==> config.mk <==
export PLATFORM = sky130hd
export DESIGN_NAME = dsp_reset_responder
export DESIGN_NICKNAME = d
export VERILOG_FILES = /design/src/rtl/dsp_reset_responder.sv
export SDC_FILE = /design/constraint.sdc
export NUM_CORES = 1
export LEC_CHECK = 0
export ABC_AREA = 0
export CORE_ASPECT_RATIO = 1.4
export CORE_MARGIN = 4
export CORE_UTILIZATION = 42
export CTS_BUF_LIST = sky130_fd_sc_hd__clkbuf_4 sky130_fd_sc_hd__clkbuf_8
export DETAILED_ROUTE_END_ITERATION = 7
export GPL_TIMING_DRIVEN = 0
export HOLD_SLACK_MARGIN = 0.12
export PLACE_DENSITY = 0.79
export SLEW_MARGIN = 20
export SYNTH_ARGS = -nofsm -noshare
export SYNTH_HDL_FRONTEND = slang
export SYNTH_SLANG_ARGS = --single-unit
==> constraint.sdc <==
create_clock -name bus_clock -period 6.5 [get_ports bus_clock]
set_clock_uncertainty 0.15 [all_clocks]
set_input_delay 0.65 -clock bus_clock [delete_from_list [all_inputs] [get_ports bus_clock]]
set_output_delay 0.65 -clock bus_clock [all_outputs]
set_load 0.005 [all_outputs]
==> src/rtl/dsp_reset_responder.sv <==
// Target-side stand-in for the DSP reset handshake: watches host I/O writes to the
// reset port and presents the 8'hAA "ready" byte once a valid reset pulse has completed.
module dsp_reset_responder #(
  parameter logic [15:0]      BASE_ADDRESS     = 16'h0000,
  parameter int unsigned      CNT_W            = 8,
  parameter logic [CNT_W-1:0] MIN_RESET_CYCLES = CNT_W'(24),
  parameter logic [CNT_W-1:0] READY_DELAY      = CNT_W'(16)
) (
  input  logic        bus_clock,
  input  logic        reset_n,
  input  logic [15:0] address,
  input  logic [15:0] data_in,
  input  logic        wr,
  input  logic        rd,
  output logic [15:0] data_out,
  output logic        data_oe,
  output logic        data_avail,
  output logic        reset_active,
  output logic        dsp_ready
);

  localparam logic [15:0]      RESET_PORT  = BASE_ADDRESS + 16'h0006;
  localparam logic [15:0]      DATA_PORT   = BASE_ADDRESS + 16'h000A;
  localparam logic [15:0]      STATUS_PORT = BASE_ADDRESS + 16'h000E;
  localparam logic [CNT_W-1:0] CNT_ONE     = CNT_W'(1);
  localparam logic [7:0]       READY_BYTE  = 8'hAA;

  typedef enum logic [2:0] {
    S_IDLE,
    S_HELD,
    S_DELAY,
    S_READY,
    S_DONE
  } state_t;

  state_t           state;
  state_t           state_next;
  logic [CNT_W-1:0] hold_cnt;
  logic [CNT_W-1:0] hold_next;
  logic [CNT_W-1:0] delay_cnt;
  logic [CNT_W-1:0] delay_next;
  logic [7:0]       rd_byte;
  logic [7:0]       rd_byte_next;
  logic [CNT_W:0]   delay_inc;

  logic hit_reset;
  logic hit_data;
  logic hit_status;
  logic start_hold;
  logic end_hold;
  logic consume;
  logic unused_data_bits;

  assign hit_reset  = (address == RESET_PORT);
  assign hit_data   = (address == DATA_PORT);
  assign hit_status = (address == STATUS_PORT);

  // Address and data are a single shared bus, so a simultaneous wr suppresses
  // the read side effect regardless of which port the write targets.
  assign start_hold = wr & hit_reset & data_in[0];
  assign end_hold   = wr & hit_reset & ~data_in[0];
  assign consume    = rd & ~wr & hit_data;

  assign delay_inc        = {1'b0, delay_cnt} + {{CNT_W{1'b0}}, 1'b1};
  assign unused_data_bits = ^data_in[15:1];

  always_ff @(posedge bus_clock or negedge reset_n) begin
    if (!reset_n) begin
      state     <= S_IDLE;
      hold_cnt  <= '0;
      delay_cnt <= '0;
      rd_byte   <= 8'h00;
    end else begin
      state     <= state_next;
      hold_cnt  <= hold_next;
      delay_cnt <= delay_next;
      rd_byte   <= rd_byte_next;
    end
  end

  // The hold counter loads 1 on the write-1 edge so that the write-1 edge itself
  // is included in the measured pulse length.
  always_comb begin
    state_next   = state;
    hold_next    = hold_cnt;
    delay_next   = delay_cnt;
    rd_byte_next = rd_byte;

    if (start_hold) begin
      state_next   = S_HELD;
      hold_next    = CNT_ONE;
      delay_next   = '0;
      rd_byte_next = 8'h00;
    end else begin
      case (state)
        S_HELD: begin
          if (end_hold) begin
            if (hold_cnt >= MIN_RESET_CYCLES) begin
              state_next = S_DELAY;
              delay_next = '0;
            end else begin
              state_next = S_IDLE;
            end
          end else if (hold_cnt != '1) begin
            hold_next = hold_cnt + CNT_ONE;
          end
        end
        S_DELAY: begin
          if (delay_inc >= {1'b0, READY_DELAY}) begin
            state_next   = S_READY;
            rd_byte_next = READY_BYTE;
          end else begin
            delay_next = delay_inc[CNT_W-1:0];
          end
        end
        S_READY: begin
          if (consume) begin
            state_next = S_DONE;
          end
        end
        default: begin
        end
      endcase
    end
  end

  assign data_avail   = (state == S_READY);
  assign reset_active = (state == S_HELD);
  assign dsp_ready    = (state == S_DONE);

  always_comb begin
    data_oe  = 1'b0;
    data_out = 16'h0000;
    if (reset_n && rd) begin
      if (hit_status) begin
        data_oe  = 1'b1;
        data_out = {8'h00, data_avail, 7'h00};
      end else if (hit_data) begin
        data_oe  = 1'b1;
        data_out = {8'h00, rd_byte};
      end
    end
  end

endmodule

==> results.py <==
metrics = {
    "status": {
        "outcome": "complete, no violations",
    },
    "critical_path": {
        "path_class": "in2out",
        "cpPeakStageDelay_ns": 1.11,
        "r2r_end": "hold_cnt[7]",
        "rr_startpoint": "state[0]",
        "crit_chain": "clkdlybuf4s50_1 -> nand4_1 -> nor2_1 -> buf_4 -> clkdlybuf4s50_1",
        "path_buf_inv": 3,
        "worstRegToRegCells": 5,
        "rrSetupSlack_ns": 4.29,
        "crit_top_cell": "clkdlybuf4s50_1",
        "worst_setup_path_end_kind": "output port",
        "crit_cells": 5,
        "required_ns": 5.70,
        "critPathSlowestCell": "clkdlybuf4s50_1",
        "cp_top_family": "buffers and inverters",
        "crit_path_max_fanout": 21,
        "worstPathArrival_ns": 2.92,
        "start_kind": "primary input",
    },
    "die": {
        "die_width_um": 55.2,
        "fp.dieH_um": 74.1,
        "fp-row-count": 23,
        "core_area_um2": 2940,
        "initial_core_util_pct": 44.7,
        "io_pins": 56,
        "dieArea_um2": 4100,
    },
    "cells_and_area": {
        "fillers": 262,
        "final_core_util_pct": 59.7,
        "areaGrowthSynthToFinish_pct": 33.5,
        "fin_nets": 232,
        "num_antenna_cells": 0,
        "drive_gt1_share_pct": 12.0,
    },
    "cts": {
        "cts_hold_buffers": 0,
        "post_cts.repair.setup_buffers": 0,
        "clock_sinks": 20,
        "cts.htree.levels": 1,
        "ctsResizeCount": 0,
        "clk_latency_ns": 0.26,
        "cts.path.max_buffers": 2,
        "cts.clk_slew.worst_paths_ns": 0.08,
        "numCtsBuffers": 3,
        "cts_tree": "built",
        "cts_root_buffer": "clkbuf_8",
    },
    "flow_run": {
        "cap_violations": 0,
    },
    "synthesis": {
        "synth_compound_gate_area_share_pct": 13.5,
        "synth.most_common_cell": "dfrtp_1",
        "yosysTopAreaCell": "dfrtp_1",
        "synth_ff_type": "dfrtp_1",
        "synth_top_family_by_area": "simple AND/OR/NAND/NOR gates",
        "syn_area_um2": 1310,
        "async_reset_ff_share_pct": 100,
        "synth_top_area_share_pct": 38.1,
        "ys_seq_area_share_pct": 38.1,
        "yosysUniqueCellTypes": 43,
        "synth_area_leaders": "dfrtp_1 (38%), buf_4 (8.0%), mux2i_1 (3.8%), inv_1 (3.7%), nand2_1 (3.4%)",
        "synth_xor_area_share_pct": 0.667,
        "synth_common_cells": "dfrtp_1 (20), buf_4 (14), inv_1 (13)",
        "synthMuxAreaShare_pct": 3.81,
        "synth-simple-area-share_pct": 27.6,
        "syn_avg_cell_area_um2": 8.81,
        "synth_warnings": 0,
        "synthCells": 149,
        "synth_fa_ha_area_share_pct": 2.86,
        "synth-seq-cells": 20,
        "synth-edff-count": 0,
    },
    "sta": {
        "rsz0062_at_grt": "no",
        "tightestPinTransition_ns": 0.969,
        "min_period_ns": 3.72,
        "setup_violations": 0,
        "slew_violations": 0,
        "slew_headroom_pct": 35.2,
        "finalCritPeriodShare_pct": 57.3,
        "fmax_mhz": 269,
        "setup_tns_ns": 0,
        "hold_violations": 0,
    },
    "grt": {
        "grt_pass1_wl_um": 5330,
        "grt_max_degree": 22,
        "met3_usage_pct": 3.30,
        "grt_use_met2_pct": 30.7,
        "grt_pass1_vias": 1206,
        "overflow": 0,
        "busiest_layer": "met2",
        "antenna_found_initial": 0,
        "track_usage_pct": 15.9,
        "grt_use_met1_pct": 17.1,
    },
    "detailed_routing": {
        "route.vias.total": 1182,
        "avgRoutedWirePerCell_um": 13.3,
        "wirelength_um": 3050,
        "drtIter0Drc": 42,
        "drcViolationCount": 0,
        "vias_per_cell": 5.16,
        "drtPass1Iterations": 4,
        "drtAntennaViolNets": 0,
    },
    "place": {
        "place.gp.congestion": 0.786,
        "dp_hpwl_um": 2410,
        "io_buffers": 28,
    },
    "min_path": {
        "hold_depth": 1,
        "hp-start": "delay_cnt[7]",
        "hold_class": "reg2reg",
        "hold_path_end": "delay_cnt[7]",
    },
    "power": {
        "ir_drop_uv": 178,
        "leakage_uw": 0.000841,
        "power-per-cell-area_nw_per_um2": 302,
    },
}
==> layout by cell type, fill, tap and decap left out, drive strengths merged, types with 2 or more instances in the layout <==
cell type      instances
a41o                   2
a21oi                  6
nor4                   4
ha                     3
nor2                  10
nor3                   4
inv                   13
o22ai                  2
and2                   3
conb                  12
dfrtp                 20
and4                   2
clkdlybuf4s50         28
or4                    2
and3                   6
mux2i                  5
nand2                 12
a211o                  3
nand3                  7
nand4                  4
nand2b                 3
clkbuf                 5
buf                   16
==> stage by stage <==
stage	setup WS (ns)	cell area, µm²	total power, µW	hold slack, ns	std cells
CTS	2.71	1750	532	0.343	229
global route	2.56	1750	576	0.374	229
finish	2.78	1750	528	0.341	229
floorplan	3.94	1350	348	0.204	160
global placement	2.80	1680	393	0.322	225
detailed placement	2.70	1680	406	0.324	225
==> routing by layer <==
metal  up-vias  share of wire [%]
li1        592                  -
met1       548                 39
met2        38                 54
met3         4                5.0
met4         0                1.4
met5         -                  0
==> worst max-delay path by stage <==
| stage | startpoint | slack, ns | endpoint |
|---|---|---|---|
| final | reset_n | 2.78 | data_out[5] |
| after global placement | reset_n | 2.80 | data_out[5] |
| after floorplan | address[14] | 3.94 | data_out[3] |
| after CTS | reset_n | 2.71 | data_out[5] |
| after detailed placement | reset_n | 2.70 | data_out[5] |
| after global routing | reset_n | 2.56 | data_out[3] |
==> cells by family (layout without fill, tap and decap cells) <==
family,count (synthesis),in the layout
AND/OR/NAND/NOR,65,65
buffers and inverters,31,63
AO/OA/AOI/OAI,23,23
flip-flops,20,20
multiplexers,5,5
adder cells (fa/ha/maj),3,3
other,1,12
XOR/XNOR,1,1
==> state kept, by name, indices dropped and copies added, names as in the netlist <==
register,cells
state,3
rd_byte,1
hold_cnt,8
delay_cnt,8
==> area by class of cell <==
cell class	count	area [µm²]	share of cell area [%]
multi-input cells	109	682	38.9
flip-flops and latches	20	500	28.6
repair buffers	28	280	16.0
plain buffers	18	123	7.00
inverters	13	48.8	2.79
well taps	37	46.3	2.64
clock buffers	3	41.3	2.36
clock inverters	1	30.0	1.71
==> report_power, final <==
| part | internal [µW] | switching [µW] | leakage [µW] | total, µW |
|---|---|---|---|---|
| clock network | 82.2 | 42.1 | 0.0000357 | 124 |
| registers | 162 | 43.9 | 0.000242 | 206 |
| logic | 97.5 | 101 | 0.000564 | 198 |
Note: power is estimated with default switching activity, not from simulation.
